### config.mk
export PLATFORM = sky130hd
export DESIGN_NAME = uart_tx_fifo
export DESIGN_NICKNAME = d
export VERILOG_FILES = /design/src/rtl/uart_pkg.sv /design/src/rtl/sync_fifo.sv /design/src/rtl/uart_tx_fifo.sv
export SDC_FILE = /design/constraint.sdc
export NUM_CORES = 1
export LEC_CHECK = 0
export CAP_MARGIN = 20
export CORE_UTILIZATION = 45
export CTS_BUF_LIST = sky130_fd_sc_hd__clkbuf_8
export DETAILED_ROUTE_END_ITERATION = 10
export GPL_TIMING_DRIVEN = 0
export PLACE_DENSITY = 0.71
export SLEW_MARGIN = 20
export SYNTH_ARGS = -nofsm -noshare
export SYNTH_HDL_FRONTEND = slang
export SYNTH_HIERARCHICAL = 1
export SYNTH_SLANG_ARGS = --single-unit
### constraint.sdc
create_clock -name clk -period 2.9 [get_ports clk]
set_input_delay 0.58 -clock clk [delete_from_list [all_inputs] [get_ports clk]]
set_output_delay 0.58 -clock clk [all_outputs]
set_load 0.01 [all_outputs]
### src/rtl/uart_pkg.sv
// Shared encodings for the debug-UART transmitter: FSM state codes and frame geometry.
package uart_pkg;

    typedef enum logic [1:0] {
        IDLE  = 2'd0,
        START = 2'd1,
        DATA  = 2'd2,
        STOP  = 2'd3
    } state_e;

    localparam int FRAME_BITS = 10;
    localparam int DATA_BITS  = 8;

endpackage

### src/rtl/sync_fifo.sv
// Small circular-buffer FIFO with a separate occupancy counter and fall-through head read.
// A push into a full FIFO is discarded, never overwriting the oldest entry.
module sync_fifo #(
    parameter int WIDTH      = 8,
    parameter int DEPTH_LOG2 = 2
) (
    input  logic                  clk,
    input  logic                  rst_n,
    input  logic                  push,
    input  logic                  pop,
    input  logic [WIDTH-1:0]      wr_data,
    output logic [WIDTH-1:0]      rd_data,
    output logic                  full,
    output logic                  empty,
    output logic [DEPTH_LOG2:0]   count
);

    localparam int DEPTH = 1 << DEPTH_LOG2;

    logic [WIDTH-1:0]      mem_q [DEPTH];
    logic [DEPTH_LOG2-1:0] wr_ptr_q, wr_ptr_d;
    logic [DEPTH_LOG2-1:0] rd_ptr_q, rd_ptr_d;
    logic [DEPTH_LOG2:0]   count_q, count_d;
    logic                  push_ok, pop_ok;

    always_comb begin
        push_ok  = push && !full;
        pop_ok   = pop && !empty;
        wr_ptr_d = wr_ptr_q;
        rd_ptr_d = rd_ptr_q;
        count_d  = count_q;
        if (push_ok) wr_ptr_d = wr_ptr_q + 1'b1;
        if (pop_ok)  rd_ptr_d = rd_ptr_q + 1'b1;
        case ({push_ok, pop_ok})
            2'b10:   count_d = count_q + 1'b1;
            2'b01:   count_d = count_q - 1'b1;
            default: count_d = count_q;
        endcase
    end

    always_ff @(posedge clk) begin
        if (!rst_n) begin
            wr_ptr_q <= '0;
            rd_ptr_q <= '0;
            count_q  <= '0;
        end else begin
            wr_ptr_q <= wr_ptr_d;
            rd_ptr_q <= rd_ptr_d;
            count_q  <= count_d;
        end
    end

    // Storage needs no reset: pointers and count define which entries are valid.
    always_ff @(posedge clk) begin
        if (push_ok) mem_q[wr_ptr_q] <= wr_data;
    end

    assign rd_data = mem_q[rd_ptr_q];
    assign full    = (count_q == (DEPTH_LOG2+1)'(DEPTH));
    assign empty   = (count_q == '0);
    assign count   = count_q;

endmodule

### src/rtl/uart_tx_fifo.sv
// Buffered 8N1 debug-UART transmitter: byte FIFO drained back-to-back into a serializer.
// Optional sticky drop flag enabled by defining UART_TX_FIFO_OVF_EN.
module uart_tx_fifo
    import uart_pkg::*;
#(
    parameter int CLK_HZ     = 14_000_000,
    parameter int BIT_RATE   = 1_000_000,
    parameter int DEPTH_LOG2 = 2
) (
    input  logic                  clk,
    input  logic                  rst_n,
    input  logic                  wr_en,
    input  logic [7:0]            wr_data,
    input  logic                  clr_ovf,
    output logic                  uart_txd,
    output logic                  full,
    output logic                  empty,
    output logic [DEPTH_LOG2:0]   count,
    output logic                  busy,
    output logic                  overflow
);

    localparam int CPB   = CLK_HZ / BIT_RATE;
    localparam int DIV_W = (CPB > 1) ? $clog2(CPB) : 1;

    generate
        if (CPB < 2) begin : g_bad_cpb
            $error("uart_tx_fifo: CLK_HZ/BIT_RATE must be at least 2");
        end
        if (DEPTH_LOG2 < 1 || DEPTH_LOG2 > 4) begin : g_bad_depth
            $error("uart_tx_fifo: DEPTH_LOG2 must be within 1..4");
        end
    endgenerate

    state_e         state_q, state_d;
    logic [DIV_W-1:0] div_q, div_d;
    logic [2:0]     bit_idx_q, bit_idx_d;
    logic [7:0]     shift_q, shift_d;
    logic           txd_q, txd_d;
    logic           pop, bit_end;
    logic           fifo_full, fifo_empty;
    logic [7:0]     fifo_rd_data;

    sync_fifo #(
        .WIDTH      (8),
        .DEPTH_LOG2 (DEPTH_LOG2)
    ) u_fifo (
        .clk     (clk),
        .rst_n   (rst_n),
        .push    (wr_en),
        .pop     (pop),
        .wr_data (wr_data),
        .rd_data (fifo_rd_data),
        .full    (fifo_full),
        .empty   (fifo_empty),
        .count   (count)
    );

    // txd_d is the line level for the cycle after this edge, so the pin is a plain flop.
    always_comb begin
        state_d   = state_q;
        bit_idx_d = bit_idx_q;
        shift_d   = shift_q;
        txd_d     = txd_q;
        pop       = 1'b0;
        bit_end   = (div_q == DIV_W'(CPB - 1));
        div_d     = bit_end ? '0 : div_q + DIV_W'(1);
        case (state_q)
            IDLE: begin
                txd_d = 1'b1;
                div_d = '0;
                if (!fifo_empty) begin
                    pop     = 1'b1;
                    shift_d = fifo_rd_data;
                    state_d = START;
                    txd_d   = 1'b0;
                end
            end
            START: begin
                if (bit_end) begin
                    state_d   = DATA;
                    bit_idx_d = '0;
                    txd_d     = shift_q[0];
                end
            end
            DATA: begin
                if (bit_end) begin
                    if (bit_idx_q == 3'(DATA_BITS - 1)) begin
                        state_d = STOP;
                        txd_d   = 1'b1;
                    end else begin
                        shift_d   = shift_q >> 1;
                        bit_idx_d = bit_idx_q + 3'd1;
                        txd_d     = shift_q[1];
                    end
                end
            end
            STOP: begin
                if (bit_end) begin
                    if (!fifo_empty) begin
                        pop     = 1'b1;
                        shift_d = fifo_rd_data;
                        state_d = START;
                        txd_d   = 1'b0;
                    end else begin
                        state_d = IDLE;
                        txd_d   = 1'b1;
                    end
                end
            end
            default: begin
                state_d = IDLE;
                txd_d   = 1'b1;
            end
        endcase
    end

    always_ff @(posedge clk) begin
        if (!rst_n) begin
            state_q   <= IDLE;
            div_q     <= '0;
            bit_idx_q <= '0;
            shift_q   <= '0;
            txd_q     <= 1'b1;
        end else begin
            state_q   <= state_d;
            div_q     <= div_d;
            bit_idx_q <= bit_idx_d;
            shift_q   <= shift_d;
            txd_q     <= txd_d;
        end
    end

`ifdef UART_TX_FIFO_OVF_EN
    logic ovf_q, ovf_d;

    // A drop on the same edge as a clear must still be reported.
    always_comb begin
        ovf_d = ovf_q;
        if (wr_en && fifo_full) ovf_d = 1'b1;
        else if (clr_ovf)       ovf_d = 1'b0;
    end

    always_ff @(posedge clk) begin
        if (!rst_n) ovf_q <= 1'b0;
        else        ovf_q <= ovf_d;
    end

    assign overflow = ovf_q;
`else
    logic unused_clr_ovf;
    assign unused_clr_ovf = clr_ovf;
    assign overflow       = 1'b0;
`endif

    assign uart_txd = txd_q;
    assign full     = fifo_full;
    assign empty    = fifo_empty;
    assign busy     = !fifo_empty || (state_q != IDLE);

endmodule

==> summary.log, run 1 <==
INFO  outcome        status=finished clean
INFO  logic_synthesis synth_seq_cells=59
INFO  logic_synthesis synth_largest_area_cell=sky130_fd_sc_hd__edfxtp_1
INFO  routing        wl_per_cell=13.9um
INFO  critical_path  timing.critical_path.to_type=output pin
INFO  grt            grt_max_degree=13
INFO  placement      port-buffer-count=16
INFO  timing         report.final.slew_viol_count=0
INFO  timing         max_slew_margin_vs_limit=42.7%
INFO  die            row_count=27
INFO  routing        avgViaCountPerCell=5.10
INFO  power          finalPower=2.66mW
INFO  routing        detail_route.first_pass.iterations=4
INFO  clock_tree     cts.clk_slew.worst_paths=0.07ns
INFO  cells_and_area stdcell_area=3150um2
INFO  routing        postRouteWirelength=4390um
INFO  critical_path  critical_path_type=reg2out
INFO  cells_and_area post_layout_nonfiller_instances=315
INFO  run            max-cap-violations=0
INFO  placement      detailedPlacementHpwl=2990um
INFO  die            die_x=79.6um
INFO  timing         rsz0062_at_grt=no
INFO  critical_path  crit_path_start_kind=flip-flop
INFO  logic_synthesis synthesis.instances=211
INFO  grt            global_route_wire_length_before_repair=7600um
INFO  critical_path  worst-endpoint-arrival=2.09ns
INFO  logic_synthesis synth_area=2710um2
INFO  logic_synthesis syn-num-nets=239
INFO  critical_path  worst-path-max-fanout=11
INFO  grt            total_routing_resource_utilization_after_global_routing=16.3%
INFO  logic_synthesis proportion_of_synthesized_flip_flops_having_asynchronous_set_or_reset=0%
INFO  placement      placedInstanceArea=2960um2
INFO  logic_synthesis synth-main-ff-cell=sky130_fd_sc_hd__edfxtp_1
INFO  logic_synthesis synth_top_cells_by_count=sky130_fd_sc_hd__edfxtp_1, sky130_fd_sc_hd__nand2_1, sky130_fd_sc_hd__dfxtp_1, sky130_fd_sc_hd__mux2i_1, sky130_fd_sc_hd__ha_1
INFO  routing        vias=1605
INFO  die            die-height=79.6um
INFO  die            io_count=20
INFO  timing         finalCritPeriodShare=92.0%
INFO  hold_path      holdCritPathClass=reg2reg
INFO  timing         finalWorstSetupSlack=0.231ns
INFO  cells_and_area drive_gt1_share=18.1%
INFO  power          leakagePower=1.18nW
INFO  routing        drc=0
INFO  cells_and_area num_antenna_cells=0
INFO  timing         timing.final.hold_violations=0
INFO  clock_tree     cts.sinks=59
INFO  logic_synthesis post_synth.cell_area_avg=12.8um2
INFO  logic_synthesis synth.distinct_cells=39
INFO  grt            antenna_found_initial=0
INFO  timing         timing_worst_slew_pin_value=0.855ns
INFO  cells_and_area fillers=467
INFO  logic_synthesis synth.yosys.warnings=6
INFO  placement      preCtsSetupSlack=0.0684ns
INFO  clock_tree     cts_buffer_depth=2
INFO  routing        antenna_violating_nets_post_route=0
INFO  grt            overflow=0
INFO  grt            vias_in_the_first_global_route=1623
INFO  timing         setup_tns=0ns
INFO  timing         period_needed=2.67ns
INFO  clock_tree     cts_htree_levels=3
INFO  logic_synthesis synthMostInstantiatedCell=sky130_fd_sc_hd__edfxtp_1
INFO  cells_and_area layout.core_utilization=55.9%
INFO  timing         timing.hold.ws=0.464ns
INFO  logic_synthesis synth.area.top_cells=sky130_fd_sc_hd__edfxtp_1, sky130_fd_sc_hd__dfxtp_1, sky130_fd_sc_hd__ha_1
INFO  cells_and_area areaGrowthSynthToFinish=16.3%
INFO  clock_tree     clk_root_buffer_cell=sky130_fd_sc_hd__clkbuf_8
INFO  power          power_per_cell_area=843nW/um2
INFO  cells_and_area layout.nets=266
INFO  logic_synthesis synth.top_cell.area_share=35.5%
INFO  power          vdd_drop_max=496uV
INFO  timing         setup-violations-final=0
INFO  routing        dr.first_iter.drc_count=83
INFO  logic_synthesis synth_enable_flop_cells=32
INFO  die            placeableCoreArea=5640um2
INFO  critical_path  worst_ep_required_time=2.32ns
INFO  clock_tree     cts_buffers=9
INFO  timing         fmaxAchievable=375MHz
INFO  placement      placed_cells=299
INFO  placement      gpl.final_weighted_congestion=0.744
INFO  logic_synthesis synth-seq-area-share=55.4%
INFO  die            die_area=6340um2
INFO  die            starting_density_of_the_core=48.0%
INFO  clock_tree     clkLatencyLatePin=0.33ns
INFO  clock_tree     cts_tree=yes
INFO  timing         timing.clock.skew=0.00621ns
-- path summary, 6_finish.rpt --
check / start / endpoint / slack (ns) / cells after the start
hold reg to reg: shift_q[4] / shift_q[4] / 0.46 / 2
setup / recovery: u_fifo/count[0] / empty / 0.23 / 2
hold / removal: shift_q[4] / shift_q[4] / 0.46 / 2
setup reg to reg: state_q[1] / u_fifo/count[2] / 0.24 / 10
-- cells in the final DEF, fill, tap and decap left out, drive strengths merged, types with 2 or more instances in the layout --
cell           netlist  final
or3                  3      3
o21ai                6      6
nand3                5      5
mux2i               16     16
clkbuf               5     14
ha                  15     15
edfxtp              32     32
nor2                 7      7
and2                 6      6
mux4                 8      8
dfxtp               27     27
xor2                 2      2
xnor2                2      2
inv                 10     11
clkinvlp             0      2
nand3b               3      3
nand2               30     30
a21boi               2      2
o211ai               2      2
clkdlybuf4s50        0     16
buf                  5      5
clkinv               0      4
nor2b                5      5
mux2                 7      7
nor3                 2      2
-- registers in the layout (all words and copies together), names as in the netlist, named ones only --
| signal | flops |
|---|---|
| uart_txd | 1 |
| u_fifo/mem_q | 32 |
| u_fifo/rd_ptr_q | 2 |
| bit_idx_q | 3 |
| u_fifo/wr_ptr_q | 2 |
| div_q | 4 |
| u_fifo/count | 3 |
| shift_q | 8 |
| state_q | 2 |
-- area by class of cell --
cell class	instances	area (um2)	share of cell area, %
clock buffers	9	124	3.93
clock inverters	7	53.8	1.71
flip-flops and latches	59	1500	47.7
inverters	10	37.5	1.19
multi-input cells	132	1130	35.9
repair buffers	16	160	5.08
plain buffers	10	52.6	1.67
well taps	72	90.1	2.86
-- what timing repair did --
| action | in CTS | in global routing |
|---|---|---|
| endpoints found under the setup margin | 0 | 1 |
| buffers inserted | 0 | 0 |
| resized for setup | 0 | 4 |
| hold buffers | 0 | 0 |
-- per-layer routing --
layer / global-route usage [%] / part of all wire [%]
met1: 19.9 / 46
met5: 0 / 0
met4: 8.18 / 1.6
met3: 5.26 / 3.7
met2: 25.8 / 49
-- logic make-up after synthesis --
group | synth area share [%]
other | 0.138
adders and majority gates | 7.66
and+or+nand+nor | 12.3
xor gates and xnor gates | 1.29
muxes | 15.5
AOI/OAI and AO/OA | 4.43
buffers and inverters | 3.32
DFF | 55.4
-- critical path: stages (launching register included) --
cell and delay (ns):
sky130_fd_sc_hd__dfxtp_1 0.37, sky130_fd_sc_hd__nor3_2 0.71, sky130_fd_sc_hd__clkdlybuf4s50_1 0.68
-- power breakdown --
| group | internal, mW | switching, mW | leakage, nW |
|---|---|---|---|
| combinational | 0.478 | 0.443 | 0.583 |
| clock | 0.313 | 0.342 | 0.0835 |
| sequential | 1.01 | 0.0753 | 0.514 |
Note: power is estimated with default switching activity, not from simulation.
==> run 2: changes to the inputs <==
Settings changed: CORE_MARGIN set to 5, CTS_CLUSTER_SIZE set to 40.
==> summary.log, run 2 (synthesis results as in run 1) <==
INFO  outcome        status=finished clean
INFO  cells_and_area layout.nets=266
INFO  timing         max_slew_margin_vs_limit=43.1%
INFO  routing        postRouteWirelength=4560um
INFO  die            placeableCoreArea=5890um2
INFO  clock_tree     cts.hold.buffers_added=0
INFO  placement      gpl.final_weighted_congestion=0.752
INFO  clock_tree     cts.repair_timing.setup_buffer_count=0
INFO  routing        vias=1602
INFO  hold_path      min-delay-start=shift_q[6]
INFO  clock_tree     cts_tree=yes
INFO  grt            total_routing_resource_utilization_after_global_routing=13.3%
INFO  critical_path  critical_path_type=reg2reg
INFO  grt            vias_in_the_first_global_route=1623
INFO  die            starting_density_of_the_core=46.0%
INFO  cells_and_area areaGrowthSynthToFinish=18.7%
INFO  placement      port-buffer-count=16
INFO  timing         setup_tns=0ns
INFO  grt            antenna_found_initial=0
INFO  placement      placed_cells=302
INFO  critical_path  worst-endpoint-arrival=3.01ns
INFO  die            die-height=87.6um
INFO  critical_path  worst_ep_required_time=3.16ns
INFO  clock_tree     cts_buffer_depth=2
INFO  power          leakagePower=1.21nW
INFO  run            max-cap-violations=0
INFO  placement      preCtsSetupSlack=0.0109ns
INFO  critical_path  critical_path.max_stage_delay=0.42ns
INFO  cells_and_area final_common_cell=sky130_fd_sc_hd__edfxtp_1
INFO  timing         rsz0062_at_grt=no
INFO  timing         timing.final.hold_violations=0
INFO  cells_and_area reg.largest.list=u_fifo/mem_q (32), shift_q (8), div_q (4)
INFO  critical_path  timing.critical_path.to_type=flip-flop
INFO  timing         setup-violations-final=0
INFO  grt            global_route_wire_length_before_repair=7590um
INFO  clock_tree     cts.sinks=59
INFO  cells_and_area top_register=u_fifo/mem_q
INFO  timing         report.final.slew_viol_count=0
INFO  routing        wl_per_cell=14.3um
INFO  clock_tree     clk_root_buffer_cell=sky130_fd_sc_hd__clkbuf_8
INFO  critical_path  worst-path-max-fanout=6
INFO  clock_tree     cts_buffers=9
INFO  routing        drc=0
INFO  cells_and_area largest_register_ffs=32
INFO  critical_path  worst_setup_startpoint=state_q[0]
INFO  timing         finalCritPeriodShare=94.7%
INFO  clock_tree     clkLatencyLatePin=0.33ns
INFO  routing        antenna_violating_nets_post_route=0
INFO  power          power_per_cell_area=904nW/um2
INFO  routing        dr.first_iter.drc_count=64
INFO  placement      detailedPlacementHpwl=3180um
INFO  routing        detail_route.first_pass.iterations=4
INFO  die            die_x=87.6um
INFO  power          vdd_drop_max=504uV
INFO  critical_path  startpoint_of_the_most_critical_register_to_register_path=state_q[0]
INFO  cells_and_area num_antenna_cells=0
INFO  grt            overflow=0
INFO  timing         fmaxAchievable=364MHz
INFO  critical_path  timing.critical_path.cells=inv_1 > ha_1 > nor3_4 > nor2b_2 > ha_1 > inv_1 > fa_1 > xor2_1 > or3_1 > a21boi_1
INFO  power          finalPower=2.91mW
INFO  die            row_count=28
INFO  cells_and_area post_layout_nonfiller_instances=318
INFO  grt            grt_max_degree=12
INFO  clock_tree     cts.clk_slew.worst_paths=0.07ns
INFO  routing        avgViaCountPerCell=5.04
INFO  hold_path      holdCritPathClass=reg2reg
INFO  die            io_count=20
INFO  cells_and_area layout_common_cells=sky130_fd_sc_hd__edfxtp_1, sky130_fd_sc_hd__nand2_1, sky130_fd_sc_hd__dfxtp_1, sky130_fd_sc_hd__mux2i_1, sky130_fd_sc_hd__clkdlybuf4s50_1
INFO  clock_tree     cts_htree_levels=3
INFO  cells_and_area drive_gt1_share=17.7%
INFO  timing         period_needed=2.75ns
INFO  critical_path  cpMaxStageDelayCell=sky130_fd_sc_hd__dfxtp_1
INFO  critical_path  crit_path_start_kind=flip-flop
INFO  timing         finalWorstSetupSlack=0.155ns
INFO  timing         timing_worst_slew_pin_value=0.849ns
INFO  timing         timing.clock.skew=0.00991ns
INFO  die            die_area=7670um2
==> run 2: power breakdown <==
group / switching, mW / total, mW / leakage, nW / internal [mW]
Clock: 0.337 / 0.906 / 0.117 / 0.569
Combinational: 0.446 / 0.924 / 0.583 / 0.478
Sequential: 0.0756 / 1.08 / 0.514 / 1.00
==> run 2: path summary, 6_finish.rpt <==
| path | slack [ns] | depth (start not counted) | endpoint |
|---|---|---|---|
| setup / recovery | 0.15 | 10 | u_fifo/count[2] |
| hold / removal | 0.46 | 2 | shift_q[6] |
| setup reg to reg | 0.15 | 10 | u_fifo/count[2] |
| hold reg to reg | 0.46 | 2 | shift_q[6] |
==> run 2: metrics by stage <==
stage / hold WS [ns] / cell area (um2) / utilization (%)
detailed placement: 0.455 / 2960 / 50.4
CTS: 0.465 / 3210 / 54.5
finish: 0.460 / 3220 / 54.7
floorplan: 0.434 / 2710 / -
global placement: 0.444 / 2960 / 50.4
global route: 0.482 / 3220 / 54.7
==> run 2: layout make-up <==
| type | instances | area (um2) |
|---|---|---|
| fillers | 491 | 2670 |
| flip-flops and latches | 59 | 1500 |
| multi-input cells | 132 | 1130 |
| repair buffers | 16 | 160 |
| clock buffers | 9 | 124 |
| clock inverters | 7 | 115 |
| well taps | 75 | 93.8 |
| plain buffers | 10 | 52.6 |
| inverters | 10 | 37.5 |
==> run 2: worst max-delay path, delay by kind of cell, from the launching register on <==
kind            cells  cell delay [ns]
xor+xnor            1             0.16
flops               1             0.42
simple gates        3             0.79
fa+ha+maj           3             0.98
compound gates      1             0.15
buf+inv             2             0.19
==> run 2: routing by layer <==
| layer | GRT usage [%] | up-vias | routed length, um | part of all wire, % |
|---|---|---|---|---|
| met5 | 0 | - | 0 | 0 |
| met4 | 8.37 | 0 | 82 | 1.8 |
| met3 | 3.20 | 7 | 137 | 3.0 |
| met2 | 21.0 | 19 | 2190 | 48 |
| met1 | 16.4 | 775 | 2150 | 47 |
| li1 | - | 801 | - | - |
==> run 2: what timing repair did <==
action / CTS / global route
resized for setup: 1 / 2
setup endpoints to repair: 1 / 1
gates cloned: 0 / 0
==> run 3: changes to the inputs <==
Settings changed: CAP_MARGIN 20 to not set, SLEW_MARGIN 20 to 15.
==> results of run 3 <==
Same layout as run 2: the final DEF is identical, and so are final timing and power.
